**src/rtl/leaky_relu_array.sv**
```systemverilog
// ---------------------------------------------------------------------------
// leaky_relu_array
//   LANES-wide two-stage pipelined activation unit on signed Q(WIDTH-FRAC).FRAC
//   words. Each transaction carries its own op (mode) and leak factor:
//     mode 0: pass x
//     mode 1: ReLU              (x > 0 ? x : 0)
//     mode 2: leaky ReLU        (x > 0 ? x : (x * leak) >>> FRAC)
//     mode 3: leaky derivative  (x > 0 ? 1.0 : leak)
//   Stage 1 captures the accepted vector (the multiply runs off these
//   registers); stage 2 selects the per-lane result and holds it under
//   backpressure. Latency is 2 cycles with ready_in held high.
//
// Optional feature macro: LEAKY_RELU_SAT_EN
//   defined   -> the shifted leak product saturates to the signed WIDTH range
//   undefined -> the shifted leak product wraps (low WIDTH bits kept)
//
// Ports
//   clk          single clock, all logic on posedge
//   rst          synchronous active-high reset, flushes the pipeline
//   valid_in     input vector valid
//   ready_out    block can accept an input vector this cycle
//   data_in      LANES signed words, lane i at [i*WIDTH +: WIDTH]
//   mode         per-transaction op select (see above)
//   leak_factor  signed Q-format leak, captured with the transaction
//   data_out     result vector, same lane packing
//   valid_out    data_out valid
//   ready_in     downstream accepts data_out this cycle
// ---------------------------------------------------------------------------
module leaky_relu_array #(
    parameter int LANES = 2,
    parameter int WIDTH = 16,
    parameter int FRAC  = 8
) (
    input  logic                     clk,
    input  logic                     rst,
    input  logic                     valid_in,
    output logic                     ready_out,
    input  logic [LANES*WIDTH-1:0]   data_in,
    input  logic [1:0]               mode,
    input  logic [WIDTH-1:0]         leak_factor,
    output logic [LANES*WIDTH-1:0]   data_out,
    output logic                     valid_out,
    input  logic                     ready_in
);

    localparam logic [WIDTH-1:0] ONE = {{(WIDTH-1){1'b0}}, 1'b1} << FRAC;

    // Stage 1: captured transaction
    logic                   s1_valid_reg;
    logic [LANES*WIDTH-1:0] s1_data_reg;
    logic [1:0]             s1_mode_reg;
    logic [WIDTH-1:0]       s1_leak_reg;

    // Stage 2: result register driving the outputs
    logic                   s2_valid_reg;
    logic [LANES*WIDTH-1:0] s2_data_reg;

    logic                   s2_advance;
    logic                   s1_load;
    logic [LANES*WIDTH-1:0] result_next;

    // Stage 2 may take new data when it is empty or its word leaves this cycle;
    // stage 1 can then always hand its content forward.
    assign s2_advance = !s2_valid_reg || ready_in;
    assign ready_out  = !s1_valid_reg || s2_advance;
    assign s1_load    = valid_in && ready_out;

    assign data_out  = s2_data_reg;
    assign valid_out = s2_valid_reg;

    logic signed [2*WIDTH-1:0] leak_ext;
    assign leak_ext = {{WIDTH{s1_leak_reg[WIDTH-1]}}, s1_leak_reg};

    generate
        for (genvar gi = 0; gi < LANES; gi++) begin : g_lane
            logic [WIDTH-1:0]          x;
            logic signed [2*WIDTH-1:0] x_ext;
            logic signed [2*WIDTH-1:0] product;
            logic [WIDTH-1:0]          leak_val;
            logic                      positive;
            logic [WIDTH-1:0]          lane_result;

            assign x        = s1_data_reg[gi*WIDTH +: WIDTH];
            assign x_ext    = {{WIDTH{x[WIDTH-1]}}, x};
            assign product  = x_ext * leak_ext;
            // zero counts as non-positive
            assign positive = !x[WIDTH-1] && (x != '0);

`ifdef LEAKY_RELU_SAT_EN
            localparam logic signed [2*WIDTH-1:0] SAT_MAX =
                {{(WIDTH+1){1'b0}}, {(WIDTH-1){1'b1}}};
            localparam logic signed [2*WIDTH-1:0] SAT_MIN =
                {{(WIDTH+1){1'b1}}, {(WIDTH-1){1'b0}}};
            logic signed [2*WIDTH-1:0] shifted;

            assign shifted  = product >>> FRAC;
            assign leak_val = (shifted > SAT_MAX) ? SAT_MAX[WIDTH-1:0] :
                              (shifted < SAT_MIN) ? SAT_MIN[WIDTH-1:0] :
                              shifted[WIDTH-1:0];
`else
            // two's-complement wrap: keep only the low WIDTH bits
            assign leak_val = WIDTH'(product >>> FRAC);
`endif

            always_comb begin
                lane_result = x;
                case (s1_mode_reg)
                    2'd0: lane_result = x;
                    2'd1: lane_result = positive ? x : '0;
                    2'd2: lane_result = positive ? x : leak_val;
                    2'd3: lane_result = positive ? ONE : s1_leak_reg;
                    default: lane_result = x;
                endcase
            end

            assign result_next[gi*WIDTH +: WIDTH] = lane_result;
        end
    endgenerate

    always_ff @(posedge clk) begin
        if (rst) begin
            s1_valid_reg <= 1'b0;
            s1_data_reg  <= '0;
            s1_mode_reg  <= '0;
            s1_leak_reg  <= '0;
            s2_valid_reg <= 1'b0;
            s2_data_reg  <= '0;
        end else begin
            if (s1_load) begin
                s1_valid_reg <= 1'b1;
                s1_data_reg  <= data_in;
                s1_mode_reg  <= mode;
                s1_leak_reg  <= leak_factor;
            end else if (s2_advance) begin
                s1_valid_reg <= 1'b0;
            end

            if (s2_advance) begin
                s2_valid_reg <= s1_valid_reg;
                if (s1_valid_reg) begin
                    s2_data_reg <= result_next;
                end
            end
        end
    end

endmodule

```
**config.mk**
```make
export PLATFORM = sky130hd
export DESIGN_NAME = leaky_relu_array
export DESIGN_NICKNAME = d
export VERILOG_FILES = /design/src/rtl/leaky_relu_array.sv
export SDC_FILE = /design/constraint.sdc
export NUM_CORES = 1
export LEC_CHECK = 0
export ABC_AREA = 0
export BUFFER_PORTS_ARGS = -buffer_cell sky130_fd_sc_hd__buf_2
export CAP_MARGIN = 10
export CORE_UTILIZATION = 37
export DETAILED_ROUTE_END_ITERATION = 8
export PLACE_DENSITY = 0.59
export SYNTH_ARGS = -nofsm -noshare
export SYNTH_HDL_FRONTEND = slang
export SYNTH_SLANG_ARGS = --single-unit
```
**constraint.sdc**
```tcl
create_clock -name clk -period 8.35 [get_ports clk]
set_clock_uncertainty 0.15 [all_clocks]
set_input_delay 0.4175 -clock clk [delete_from_list [all_inputs] [get_ports clk]]
set_output_delay 0.4175 -clock clk [all_outputs]
set_load 0.1 [all_outputs]
```
==> flow_summary_export.csv, run 1 <==
group,metric,value,unit
synthesis,synth-seq-cells,84,
global_route,grt_max_degree,76,
synthesis,synthFlopType,"dfxtp_1",
timing,slew_headroom,25.86,%
detailed_routing,drc,0,
worst_hold_path,hp-class,"in2reg",
detailed_routing,dr_wl_met2,24930,um
job,maxCapViolations,0,
global_route,antenna_found_initial,1,
placement,gp_routability_congestion,0.8932,
detailed_routing,met1Wirelength,23530,um
synthesis,netlist_area,0.01863,mm^2
timing,fin_crit_sh,83.61,%
clocking,clk_latency,0.39,ns
setup_path,endpoint_kind,"flip-flop",
timing,slew_violations,0,
detailed_routing,wl_met3,3657,um
timing,tns,0,ns
timing,tightest_slew,1.111,ns
detailed_routing,totalWireLength,53580,um
detailed_routing,vias_per_cell,5.105,
clocking,cts_tree,"built",
clocking,cts_setup_buffers,0,
detailed_routing,top_layer_used,"met5",
power,p_leak,9.794,nW
die,io_pins,88,
die,start_util,37.82,%
clocking,cts_root_buffer,"clkbuf_16",
die,die_area,0.05125,mm^2
final_layout,fin_area,0.01992,mm^2
final_layout,diodes,0,
setup_path,critical_path_class,"reg2reg",
die,coreArea,0.04925,mm^2
synthesis,syn_area_per_cell,8.479,um^2
clocking,clk_pin_slew,0.08,ns
synthesis,seq_area_frac_synth,9.027,%
detailed_routing,first_pass_iters,5,
placement,portBuffers,87,
synthesis,synth_edf_count,0,
detailed_routing,drtAntennaViolNets,0,
placement,dpl_cell_area,0.01962,mm^2
placement,place_hpwl,41450,um
synthesis,synth_cell_types,66,
clocking,cts_resized,0,
detailed_routing,post_drt_wl_per_cell,18.72,um
global_route,grt-ovfl-total,0,
final_layout,drive_gt1_share,6.912,%
detailed_routing,initialDrtViolationCount,1065,
clocking,h-tree-depth,3,
final_layout,nFillCells,5055,
run_status,status,"finished, final reports clean",
global_route,grt_pass1_wl,86130,um
die,die_w,226.4,um
global_route,grt.total_usage,22.18,%
clocking,clockBufferDepth,2,
synthesis,yosys_warnings,0,
die,rows,81,
power,ir_drop,112.5,uV
power,p_per_area,88.48,mW/mm^2
timing,setup_viol,0,
timing,rsz0062_at_grt,"no",
timing,period_needed,6.981,ns
synthesis,synth.largest_area_cell,"fa_1",
setup_path,cp_max_fo,21,
timing,hold_viol_final,0,
clocking,clkSinkCount,84,
placement,dpl_worst_slack,1.490,ns
detailed_routing,num_vias,14617,
timing,fmax,143.2,MHz
synthesis,synth.area.top_cells,"fa_1 40%, inv_1 9.9%, ha_1 9.4%",
clocking,cts_hold_buf,0,
synthesis,synth_top_cell_area_share,39.98,%
setup_path,arrival,7.15,ns
global_route,grt_pass1_vias,15394,
setup_path,crit_path_start_kind,"flip-flop",
clocking,cts_buffers,9,
final_layout,layout-area-overhead-vs-synth,6.945,%
timing,fin_ws,1.369,ns
die,chipHeight,226.4,um
synthesis,postSynth.asyncResetShare,0,%
synthesis,syn_nets,2763,
final_layout,finalNetCount,2760,
setup_path,crit_required,8.52,ns
synthesis,synthCells,2197,
## layer usage
| metal | GRT usage [%] | vias to the layer above |
|---|---|---|
| li1 | - | 6540 |
| met1 | 30.94 | 7471 |
| met2 | 35.11 | 523 |
| met3 | 3.317 | 81 |
| met4 | 7.432 | 2 |
| met5 | 0 | - |
## cell type report
cell class	instances	area (um^2)	share of cell area, %
Clock buffer	9	225.2	1.130
Clock inverter	7	73.82	0.3705
Inverter	492	1847	9.270
Multi-Input combinational cell	1488	14590	73.23
Sequential cell	84	1682	8.441
Tap cell	664	830.8	4.170
Timing Repair Buffer	119	675.6	3.391
## cells in the mapped netlist (6+ instances only)
cell and n:
o21ai_0 40, a21oi_1 84, nand3_1 6, o22ai_1 6, a21o_1 6, xor2_1 18, dfxtp_1 84, nor2_1 58
ha_1 140, fa_1 372, nor4_1 7, nand2_1 336, xnor2_1 47, nand2b_1 11, and2_1 227, a221oi_1 14
inv_1 492, clkbuf_1 127, a221o_1 9, nor3_1 23
## cells in the final DEF (no fill, tap or decap), types with 3 or more instances in the layout
| cell type | count |
|---|---|
| buf_2 | 87 |
| nand2_1 | 335 |
| nand3_1 | 6 |
| o21a_1 | 4 |
| nor2_1 | 58 |
| ha_1 | 140 |
| o211ai_1 | 4 |
| nor2b_1 | 4 |
| a21oi_1 | 84 |
| o21ai_0 | 40 |
| nand4_1 | 5 |
| and2_1 | 226 |
| buf_4 | 32 |
| a221o_1 | 9 |
| a211oi_1 | 3 |
| a22oi_1 | 3 |
| or3_1 | 5 |
| a41oi_1 | 3 |
| dfxtp_1 | 84 |
| o22ai_1 | 6 |
| nor4_1 | 7 |
| and3_1 | 4 |
| inv_1 | 492 |
| fa_1 | 372 |
| o2111ai_1 | 3 |
| xor2_1 | 18 |
| nand2b_1 | 11 |
| nor3_1 | 23 |
| xnor2_1 | 47 |
| o221ai_1 | 4 |
| a21o_1 | 6 |
| clkbuf_16 | 9 |
| a221oi_1 | 14 |
## metrics by stage
stage                     instances  power (W)  utilization [%]  hold WS [ns]
after floorplan                2197   0.001078                -        0.3229
after global placement         2847   0.001320            39.84        0.2919
after detailed placement       2847   0.001335            39.84        0.2966
after CTS                      2863   0.001778            40.45       0.09559
after global routing           2863   0.001886            40.45        0.1317
final                          2863   0.001763            40.45        0.1149
## worst max-delay path: stages, from the launching register on
cell and delay [ns]:
dfxtp_1 0.93, buf_4 0.43, nand2_1 0.13, fa_1 0.58, inv_1 0.05, fa_1 0.50, inv_1 0.06, fa_1 0.53
inv_1 0.05, fa_1 0.38, fa_1 0.52, inv_1 0.05, fa_1 0.47, inv_1 0.04, ha_1 0.32, a21oi_1 0.15
nor2b_1 0.08, or3_1 0.38, o22a_1 0.24, o2111ai_1 0.14, a21oi_1 0.16, or4_1 0.49, nand3_1 0.08
## report_power, final
group | internal (W) | total [W] | leakage [nW] | switching [W]
clock | 0.000233 | 0.000434 | 0.146 | 0.000200
combinational | 0.000305 | 0.000831 | 8.96 | 0.000526
sequential | 0.000423 | 0.000498 | 0.691 | 0.0000745
## final timing paths
kind	cells after the start	end	slack (ns)	startpoint
worst max register to register	22	data_out[31]	1.37	s1_leak_reg[7]
worst min-delay path	3	s1_data_reg[2]	0.11	data_in[2]
worst max-delay path	22	data_out[31]	1.37	s1_leak_reg[7]
worst min register to register	2	s1_data_reg[0]	0.31	s1_data_reg[0]
## kinds of logic (layout without fill, tap and decap cells)
| family | after synthesis | in the layout | synth area share, % |
|---|---|---|---|
| XOR/XNOR | 66 | 66 | 3.177 |
| flip-flops | 84 | 84 | 9.027 |
| AO/OA/AOI/OAI | 210 | 210 | 7.556 |
| adder cells (fa/ha/maj) | 513 | 513 | 49.43 |
| AND/OR/NAND/NOR | 699 | 699 | 18.11 |
| buffers and inverters | 625 | 627 | 12.69 |
Note: power is estimated with default switching activity, not from simulation.
==> run 2, diff against run 1 <==
- clock period: 8.35 -> 6.7 ns (I/O delays scaled with it)
==> flow_summary_export.csv, run 2 (synthesized netlist as in run 1, its figures left out) <==
group,metric,value,unit
detailed_routing,post_drt_wl_per_cell,19.37,um
timing,tightest_slew,1.084,ns
setup_path,crit_path_start_kind,"flip-flop",
detailed_routing,initialDrtViolationCount,1122,
global_route,grt_pass1_vias,15924,
die,rows,81,
clocking,clk_pin_slew,0.08,ns
global_route,grt.total_usage,23.13,%
power,ir_drop,132.1,uV
clocking,cts_tree,"built",
timing,hold_slack,0.03713,ns
detailed_routing,first_pass_iters,5,
power,pwr-share-seq,25.6,%
setup_path,cp_max_fo,12,
power,p_int,0.001231,W
power,p_switching,0.001035,W
die,coreArea,0.04925,mm^2
global_route,antenna_found_initial,1,
final_layout,drive_gt1_share,9.570,%
clocking,clockBufferDepth,2,
detailed_routing,drtAntennaViolNets,0,
die,chipHeight,226.4,um
setup_path,crit_required,6.81,ns
power,p_per_area,110.8,mW/mm^2
setup_path,ff2ff_setup_slack,0.16,ns
power,p_leak,10.11,nW
detailed_routing,vias_per_cell,5.122,
job,maxCapViolations,0,
power,p_comb_share,49.8,%
detailed_routing,drc,0,
final_layout,layout-area-overhead-vs-synth,9.839,%
timing,fin_crit_sh,97.56,%
run_status,status,"finished, final reports clean",
die,die_area,0.05125,mm^2
timing,hold_viol_final,0,
setup_path,critical_path_class,"reg2reg",
final_layout,layout_common_cells,"492 x inv_1, 372 x fa_1, 335 x nand2_1, 226 x and2_1, 139 x ha_1",
detailed_routing,num_vias,14966,
clocking,clkSinkCount,84,
timing,period_needed,6.536,ns
timing,fmax,153.0,MHz
placement,gp_routability_congestion,0.9285,
final_layout,layout_commonest_cell,"inv_1",
clocking,cts_root_buffer,"clkbuf_16",
power,clkPwrFrac,24.6,%
die,die_w,226.4,um
placement,portBuffers,87,
clocking,cts_hold_buf,0,
setup_path,endpoint_kind,"flip-flop",
final_layout,finalNetCount,2818,
die,start_util,37.82,%
clocking,clk_latency,0.38,ns
timing,setup_viol,0,
placement,dpl_cell_area,0.02010,mm^2
global_route,grt_max_degree,65,
power,p_sw_share,45.66,%
detailed_routing,totalWireLength,56590,um
timing,slew_violations,0,
worst_hold_path,hp-class,"in2reg",
die,io_pins,88,
clocking,h-tree-depth,3,
global_route,grt-ovfl-total,0,
placement,place_hpwl,44750,um
global_route,grt_pass1_wl,89110,um
timing,slew_headroom,27.49,%
setup_path,arrival,6.64,ns
final_layout,fin_area,0.02046,mm^2
clocking,cts_buffers,9,
## run 2: routing by layer
layer / up-vias / global-route usage, % / part of all wire (%)
li1: 6657 / - / -
met1: 7524 / 30.37 / 42
met2: 665 / 36.93 / 46
met3: 118 / 5.702 / 9.0
met4: 2 / 8.239 / 3.7
met5: - / 0 / 0.021
## run 2: layout make-up
cell class                      instances  area (um^2)
Clock inverter                          7        80.08
Multi-Input combinational cell       1488        14620
Antenna cell                            1        2.502
Tap cell                              664        830.8
Sequential cell                        84         1687
Timing Repair Buffer                  177         1172
Fill cell                            5010        28790
Inverter                              492         1847
Clock buffer                            9        225.2
## run 2: final timing paths
check                 startpoint             end  depth (start not counted)
setup / recovery  s1_leak_reg[6]    data_out[15]                         19
hold / removal        data_in[4]  s1_data_reg[4]                          3
hold reg to reg     data_out[18]    data_out[18]                          2
setup reg to reg  s1_leak_reg[6]    data_out[15]                         19
## run 2: through the flow
step,std cells,setup WS (ns),util (%),TNS [ns],power (W)
4_1_cts,2920,0.2091,41.43,0,0.002266
3_5_place_dp,2904,0.2242,40.81,0,0.001700
3_3_place_gp,2904,0.2849,40.81,0,0.001669
5_1_grt,2921,-0.02732,41.54,-0.04255,0.002424
2_1_floorplan,2197,0.2637,-,0,0.001344
6_report,2922,0.1636,41.54,0,0.002266
## run 2: power by group through the flow
stage | registers, W | clock network, W | logic (W)
2_1_floorplan | 0.000636 | 0 | 0.000708
3_3_place_gp | 0.000589 | 0 | 0.00108
3_5_place_dp | 0.000590 | 0 | 0.00111
4_1_cts | 0.000578 | 0.000570 | 0.00112
5_1_grt | 0.000583 | 0.000584 | 0.00126
6_report | 0.000580 | 0.000558 | 0.00113
## run 2: repair_timing
action,in CTS,in global routing
buffers inserted,0,1
endpoints found under the setup margin,0,2
gates resized for setup,0,12
## run 2: worst max-delay path, cell delays in order, from the launching register on
cell       delay, ns
dfxtp_1         0.61
and2_1          0.21
fa_1            0.40
inv_1           0.08
fa_1            0.43
fa_1            0.49
fa_1            0.54
inv_1           0.05
fa_1            0.48
inv_1           0.05
fa_1            0.47
inv_1           0.04
ha_1            0.33
a21o_1          0.24
a221oi_4        0.36
a311oi_4        0.18
a221o_1         0.45
a2111oi_4       0.40
a2111oi_1       0.09
or3_1           0.35
